===== src/rtl/pe_seq_ctrl.sv =====
// pe_seq_ctrl: streams neuron/weight chunks into one parallel_pe and writes its results to the output buffer.
// Optional busy-cycle counter is built when PE_SEQ_CTRL_PERF_EN is defined.
module pe_seq_ctrl #(
  parameter int ADDR_W = 10,
  parameter int LEN_W  = 8
) (
  input  logic              clk,
  input  logic              rst_n,
  input  logic              start,
  input  logic [LEN_W-1:0]  vec_len,
  input  logic [LEN_W-1:0]  out_num,
  output logic              busy,
  output logic              done,
  output logic              nbuf_ren,
  output logic [ADDR_W-1:0] nbuf_raddr,
  output logic              wbuf_ren,
  output logic [ADDR_W-1:0] wbuf_raddr,
  output logic              pe_vld_i,
  output logic [1:0]        pe_ctl,
  input  logic              pe_vld_o,
  input  logic [31:0]       pe_result,
  output logic              obuf_wen,
  output logic [LEN_W-1:0]  obuf_waddr,
  output logic [31:0]       obuf_wdata,
  output logic [31:0]       perf_cycles
);
  typedef enum logic [1:0] {IDLE, RUN, DRAIN, DONE} state_t;
  state_t state, state_nx;
  logic [LEN_W-1:0] len_q, num_q, c, o, w;
  logic [ADDR_W-1:0] wa;
  logic run, go, c_last, o_last, w_last;
  assign run = state == RUN;
  assign go = state == IDLE && start && vec_len != '0 && out_num != '0;
  assign c_last = c == len_q - LEN_W'(1);
  assign o_last = o == num_q - LEN_W'(1);
  assign w_last = w == num_q - LEN_W'(1);
  assign busy = run || state == DRAIN;
  assign done = state == DONE;
  assign nbuf_ren = run;
  assign wbuf_ren = run;
  assign nbuf_raddr = ADDR_W'(c);
  assign wbuf_raddr = wa;
  assign obuf_wen = pe_vld_o && busy;
  assign obuf_waddr = w;
  assign obuf_wdata = obuf_wen ? pe_result : '0;
  always_comb begin
    state_nx = state;
    case (state)
      IDLE:    if (start) state_nx = go ? RUN : DONE;
      RUN:     if (c_last && o_last) state_nx = DRAIN;
      DRAIN:   if (obuf_wen && w_last) state_nx = DONE;
      DONE:    state_nx = IDLE;
      default: state_nx = IDLE;
    endcase
  end
  always_ff @(posedge clk or negedge rst_n)
    if (!rst_n) state <= IDLE;
    else state <= state_nx;
  // Counters wrap back to 0 at their last step so IDLE always presents zero addresses.
  always_ff @(posedge clk or negedge rst_n)
    if (!rst_n) begin
      len_q    <= '0;
      num_q    <= '0;
      c        <= '0;
      o        <= '0;
      w        <= '0;
      wa       <= '0;
      pe_vld_i <= 1'b0;
      pe_ctl   <= 2'b00;
    end else begin
      if (go) begin
        len_q <= vec_len;
        num_q <= out_num;
      end
      if (run) begin
        c  <= c_last ? '0 : c + LEN_W'(1);
        wa <= (c_last && o_last) ? '0 : wa + ADDR_W'(1);
        if (c_last) o <= o_last ? '0 : o + LEN_W'(1);
      end
      if (obuf_wen) w <= w_last ? '0 : w + LEN_W'(1);
      pe_vld_i <= run;
      pe_ctl   <= run ? {c_last, c == '0} : 2'b00;
    end
`ifdef PE_SEQ_CTRL_PERF_EN
  logic [31:0] perf_q;
  always_ff @(posedge clk or negedge rst_n)
    if (!rst_n) perf_q <= '0;
    else if (go) perf_q <= '0;
    else if (busy && perf_q != '1) perf_q <= perf_q + 32'd1;
  assign perf_cycles = perf_q;
`else
  assign perf_cycles = '0;
`endif
endmodule


===== config.mk =====
export PLATFORM = sky130hd
export DESIGN_NAME = pe_seq_ctrl
export DESIGN_NICKNAME = d
export VERILOG_FILES = /design/src/rtl/pe_seq_ctrl.sv
export SDC_FILE = /design/constraint.sdc
export NUM_CORES = 1
export LEC_CHECK = 0
export ABC_AREA = 1
export BUFFER_PORTS_ARGS = -buffer_cell sky130_fd_sc_hd__buf_2
export CORE_MARGIN = 2
export CORE_UTILIZATION = 51
export CTS_BUF_LIST = sky130_fd_sc_hd__clkbuf_4 sky130_fd_sc_hd__clkbuf_8
export DETAILED_ROUTE_END_ITERATION = 10
export PLACE_DENSITY_LB_ADDON = 0.05
export SLEW_MARGIN = 20
export SYNTH_ARGS = -nofsm -noshare
export SYNTH_HDL_FRONTEND = slang
export SYNTH_SLANG_ARGS = --single-unit

===== constraint.sdc =====
create_clock -name clk -period 2.32 [get_ports clk]
set_input_delay 0.232 -clock clk [delete_from_list [all_inputs] [get_ports clk]]
set_output_delay 0.232 -clock clk [all_outputs]
set_load 0.05 [all_outputs]

# --- Word level (Yosys, flattened, before mapping) ---
# Index checks and enable logic that the tools add are counted.
op_classes:
  reduce_logical: 13
  add_sub_neg: 6
  n_eq_ne: 9
  n_mux: 11
ops:
  columns: ["operator", "n"]
  rows:
  - ["32-bit 2-to-1 mux", 1]
  - ["8-bit by 1-bit adder with 8-bit output, second input constant", 3]
  - ["8-bit equality test", 3]
  - ["8-bit 2-to-1 mux", 3]
  - ["8-bit nonzero test", 2]
  - ["8-bit by 1-bit subtractor with 8-bit output, second input constant", 2]
  - ["10-bit by 1-bit adder with 10-bit output, second input constant", 1]
  - ["10-bit 2-to-1 mux", 1]
  - ["2-bit 2-to-1 mux", 5]
  - ["8-bit zero test", 1]
  - ["2-bit case mux with 4 select lines", 1]
  - ["1-bit logical AND", 6]
  - ["2-bit equality test, second input constant", 2]
  - ["2-bit by 1-bit inequality test with 1-bit output, second input constant", 2]
  - ["3-bit AND reduction", 1]
  - ["2-bit by 1-bit equality test with 1-bit output, second input constant", 1]
  - ["2-bit zero test", 1]
  - ["2-bit inequality test, second input constant", 1]
  - ["2-bit AND reduction", 1]
  - ["1-bit logical OR", 1]
totals:
  wordCells: 48
  register_bits: 55

# --- Longest topological paths before layout ---
depth:
  ltp_word: 7
  ltp_mapped: 16
  depth_no_buf: 16

# --- Worst setup path before layout ---
# Ideal clock, no wire load.
synth_timing:
  path_kind: "register to register"
  start: "register state[0]"
  end: "register w[6] (netlist: obuf_waddr[6])"
  setup_time_ns: 0.115
  required_time_ns: 2.205
  n_path_buf: 0
  arrival_ns: 2.448
  path_stages_with_launch: 12
  slack_ns: -0.243
  path_cell_list: "dfrtp_1 inv_1 ha_1 nand2_1 inv_1 nand3_1 nor3_1 nand2_1 xor2_1 inv_1 nand2_1 inv_1"
synth_between:
  elab_chain_cells: 3
synth_lines:
  columns: ["item", "line", "rtl"]
  rows:
  - ["from (decl)", "28", "state_t state, state_nx;"]
  - ["from (signal assigned)", "58", "else state <= state_nx;"]
  - ["2-bit by 1-bit equality test with 1-bit output or 2-bit equality test (tied branches)", "32, 37", null]
  - ["1-bit logical OR *", "37", "assign busy = run || state == DRAIN;"]
  - ["net busy", "12", "output logic busy,"]
  - ["1-bit logical AND *", "43", "assign obuf_wen = pe_vld_o && busy;"]
  - ["net obuf_wen", "22", "output logic obuf_wen,"]
  - ["to (signal assigned)", "80", "if (obuf_wen) w <= w_last ? '0 : w + LEN_W'(1);"]
  - ["to (decl)", "29", "logic [LEN_W-1:0] len_q, num_q, c, o, w;"]
# Mark *: on every way through the listed nets, which the timed path passes. The rest lies on a longest branch.
# A chain may end at the register's enable or synchronous reset.

# --- Worst setup path after layout ---
layout_timing:
  start: "register state[1]"
  end: "output obuf_wdata[11]"
layout_between:
  elab_chain_cells: 4
layout_lines:
  columns: ["item", "line", "rtl"]
  rows:
  - ["2-bit by 1-bit equality test with 1-bit output or 2-bit equality test (tied branches)", "32, 37", null]
  - ["1-bit logical OR *", "37", null]
  - ["1-bit logical AND *", "43", null]
  - ["32-bit 2-to-1 mux *", "45", "assign obuf_wdata = obuf_wen ? pe_result : '0;"]
  - ["to (decl)", "24", "output logic [31:0] obuf_wdata,"]
# Every way passes the cells marked *; elsewhere a longest branch is shown, timed or not.

==> results.md <==
* Clk root buf: clkbuf_8
* Seq cells post-synth at 55
* Setup crit start kind: register
* Antenna-violating nets left at 0
* DRC at 0
* Most frequent cells in the layout: buf_2, nand2_1, inv_1, nor2_1, nand3_1
* Period minus WS final at 2.12 ns
* Clock Latency Late Sink at 0.32 ns
* Yosys warns at 0
* Worst Path Buf+Inv at 3
* DR WL/cell at 12.0 um
* Commonest non-fill, non-tap cell in the layout: buf_2
* PD cells at 1310 nW/um2
* Sequential element share of the synthesized area at 34.2%
* PortBufs at 117
* WHS at 0.0269 ns
* Yosys top cell area share at 34.2%
* Core Util, Final at 61.8%
* # fillers at 743
* Vias/cell at 4.81
* Status: finished clean
* Number of global-route vias before repair at 3,603
* Max Root-Sink Buffers at 2
* Largest net degree at the start of global routing at 56
* Clk slew on worst S/H paths at 0.11 ns
* Worst slew pin tran at 0.700 ns
* Initial Util at 52.3%
* Arr. time, crit path at 1.89 ns
* Initial antenna violation count at 0
* First-pass GRT wire length at 16,000 um
* CP top delay family: buffers and inverters
* Io pins at 152
* RSZ-0062 raised after global routing: false
* Dpl hpwl at 7860 um
* Synth Cell Area at 4020 um2
* Post-Place Cells at 800
* CP endpoint kind: primary output
* Final setup viols at 0
* Mapped Avg Cell Area at 6.86 um2
* Fmax at 471 MHz
* ANT cells at 0
* Core Footprint at 7690 um2
* 1st-iter DRT viols at 125
* Area taken by flip-flops and latches at 1380 um2
* Crit Path Class: register to primary output
* TritonRoute pass-1 iters at 4
* Worst path slowest cell: dfrtp_1
* Die area at 8610 um2
* Required @ worst endpoint at 2.09 ns
* PnR worst setup slack at 0.195 ns
* Layout Skew at 0.0104 ns
* Die Width at 92.8 um
* FP Rows at 32
* Total clock buffers created by CTS at 5
* P_leak at 2.77 nW
* Post-Synthesis Cells at 586
* Final hold violation count at 0
* Rel. slew slack at 53.3%
* Post-synthesis cell type count at 35
* Number of max-cap violations at 0
* CP peak stage delay at 0.42 ns
* Max H-tree Level at 2
* Die Y at 92.8 um
* Post-CTS Hold Fix Bufs at 0
* Clock tree sinks at 55
* Gpl congestion at 0.906
* Drt total wl at 9760 um
* Final-stage net count at 773
* Total track usage at 22.7%
* Via count at 3,904
* Crit path cell chain: inv_1 -> ha_1 -> nand2_2 -> buf_8 -> nor2_1 -> buf_2
* CTS tree: done
* Largest fanout on the critical path at 32
* Main area contributors after synthesis: dfrtp_1, nand2_1, inv_1
* Fin crit share at 91.6%
* Fin cells at 812
* Pre-CTS setup slack at 0.227 ns
* Fraction of layout cells with a size suffix above 1 at 23.4%
* Grt total ovfl at 0
* Area growth, synth to finish at 18.1%
* Yosys top cell by area: dfrtp_1
* Multi-input gate area at 2060 um2
* Final count of pins violating max slew at 0
* Hold Crit Class: input pin to async pin
* IR drop worst, VDD at 761 uV
* Power after layout at 0.00621 W
-- cells in the mapped netlist (all sizes together) --
| cell type | number |
|---|---|
| a21oi | 19 |
| buf | 38 |
| a31oi | 3 |
| mux2 | 2 |
| nand2 | 118 |
| nor4 | 7 |
| xnor2 | 4 |
| nand4 | 15 |
| nand3 | 60 |
| o22ai | 1 |
| ha | 12 |
| o211ai | 1 |
| conb | 1 |
| nor3 | 8 |
| dfrtp | 55 |
| or2 | 1 |
| o21ai | 15 |
| nand3b | 5 |
| clkbuf | 7 |
| inv | 108 |
| nor2 | 93 |
| xor2 | 13 |
-- logic make-up (layout without fill, tap and decap cells) --
kind of cell / count (synthesis) / after routing / synth area share [%]
fa+ha+maj: 12 / 12 / 3.73
xor+xnor: 17 / 17 / 3.70
simple gates: 307 / 307 / 34.7
flops: 55 / 55 / 34.2
buf+inv: 153 / 244 / 17.8
compound gates: 39 / 39 / 5.23
mux: 2 / 2 / 0.560
other cells: 1 / 34 / 0.0933
-- sequential cells by signal, summed over array words and instances (netlist names) --
| register | count |
|---|---|
| c | 8 |
| len_q | 8 |
| num_q | 8 |
| o | 8 |
| obuf_waddr | 8 |
| pe_ctl | 2 |
| pe_vld_i | 1 |
| state | 2 |
| wbuf_raddr | 10 |
-- through the flow --
| step | cell area [um2] | setup TNS, ns |
|---|---|---|
| 5_1_grt | 4750 | 0 |
| 3_3_place_gp | 4600 | 0 |
| 3_5_place_dp | 4600 | 0 |
| 2_1_floorplan | 4150 | -4.36 |
| 4_1_cts | 4700 | 0 |
| 6_report | 4750 | 0 |
-- per-layer routing --
layer  vias up  share of wire, %  GRT usage [%]
met5         -                 0              0
met2        99                52           41.0
met3        14               4.1           3.17
met4         0               1.5           6.13
met1      1784                42           28.1
li1       2007                 -              -
-- worst register-to-register path, cell delays in order, from the launching register on --
cell,delay [ns]
dfrtp_1,0.41
inv_2,0.12
ha_2,0.29
inv_1,0.07
nand2_1,0.05
nand2_1,0.06
nand2_1,0.05
nor2_1,0.10
nand3_1,0.07
nor2_1,0.09
nand2_1,0.07
nor2_2,0.13
nand2_2,0.13
nand2_1,0.12
nand3_1,0.10
nand2_1,0.07
nand2_1,0.05
-- area by class of cell --
| class | count | share of cell area (%) |
|---|---|---|
| repair buffers | 128 | 14.3 |
| clock inverters | 3 | 0.579 |
| flip-flops and latches | 55 | 29.0 |
| inverters | 108 | 8.61 |
| well taps | 102 | 2.69 |
| clock buffers | 5 | 1.45 |
| multi-input cells | 411 | 43.4 |
-- worst paths after layout --
| path | from | to | slack, ns | cells past startpoint |
|---|---|---|---|---|
| worst max register to register | num_q[0] | state[1] | 0.27 | 16 |
| max in group asynchronous | rst_n | o[3] | 1.82 | 2 |
| worst min register to register | state[0] | state[0] | 0.56 | 2 |
| worst min-delay path | rst_n | c[4] | 0.03 | 2 |
| min in group clk | vec_len[2] | len_q[2] | 0.16 | 2 |
| worst max-delay path | state[1] | obuf_wdata[11] | 0.20 | 6 |
-- what timing repair did --
action                     CTS  global route
buffers inserted             0             4
resized for setup            0             8
setup endpoints to repair    0            36
-- where the power goes --
part           total [W]  switching (W)  leakage (nW)  internal (W)
Sequential       0.00163       0.000359         0.676       0.00127
Clock           0.000580       0.000355        0.0467      0.000225
Combinational    0.00400        0.00293          2.05       0.00107
Total            0.00621        0.00365          2.77       0.00257
Power figures use the tool's default switching activity.
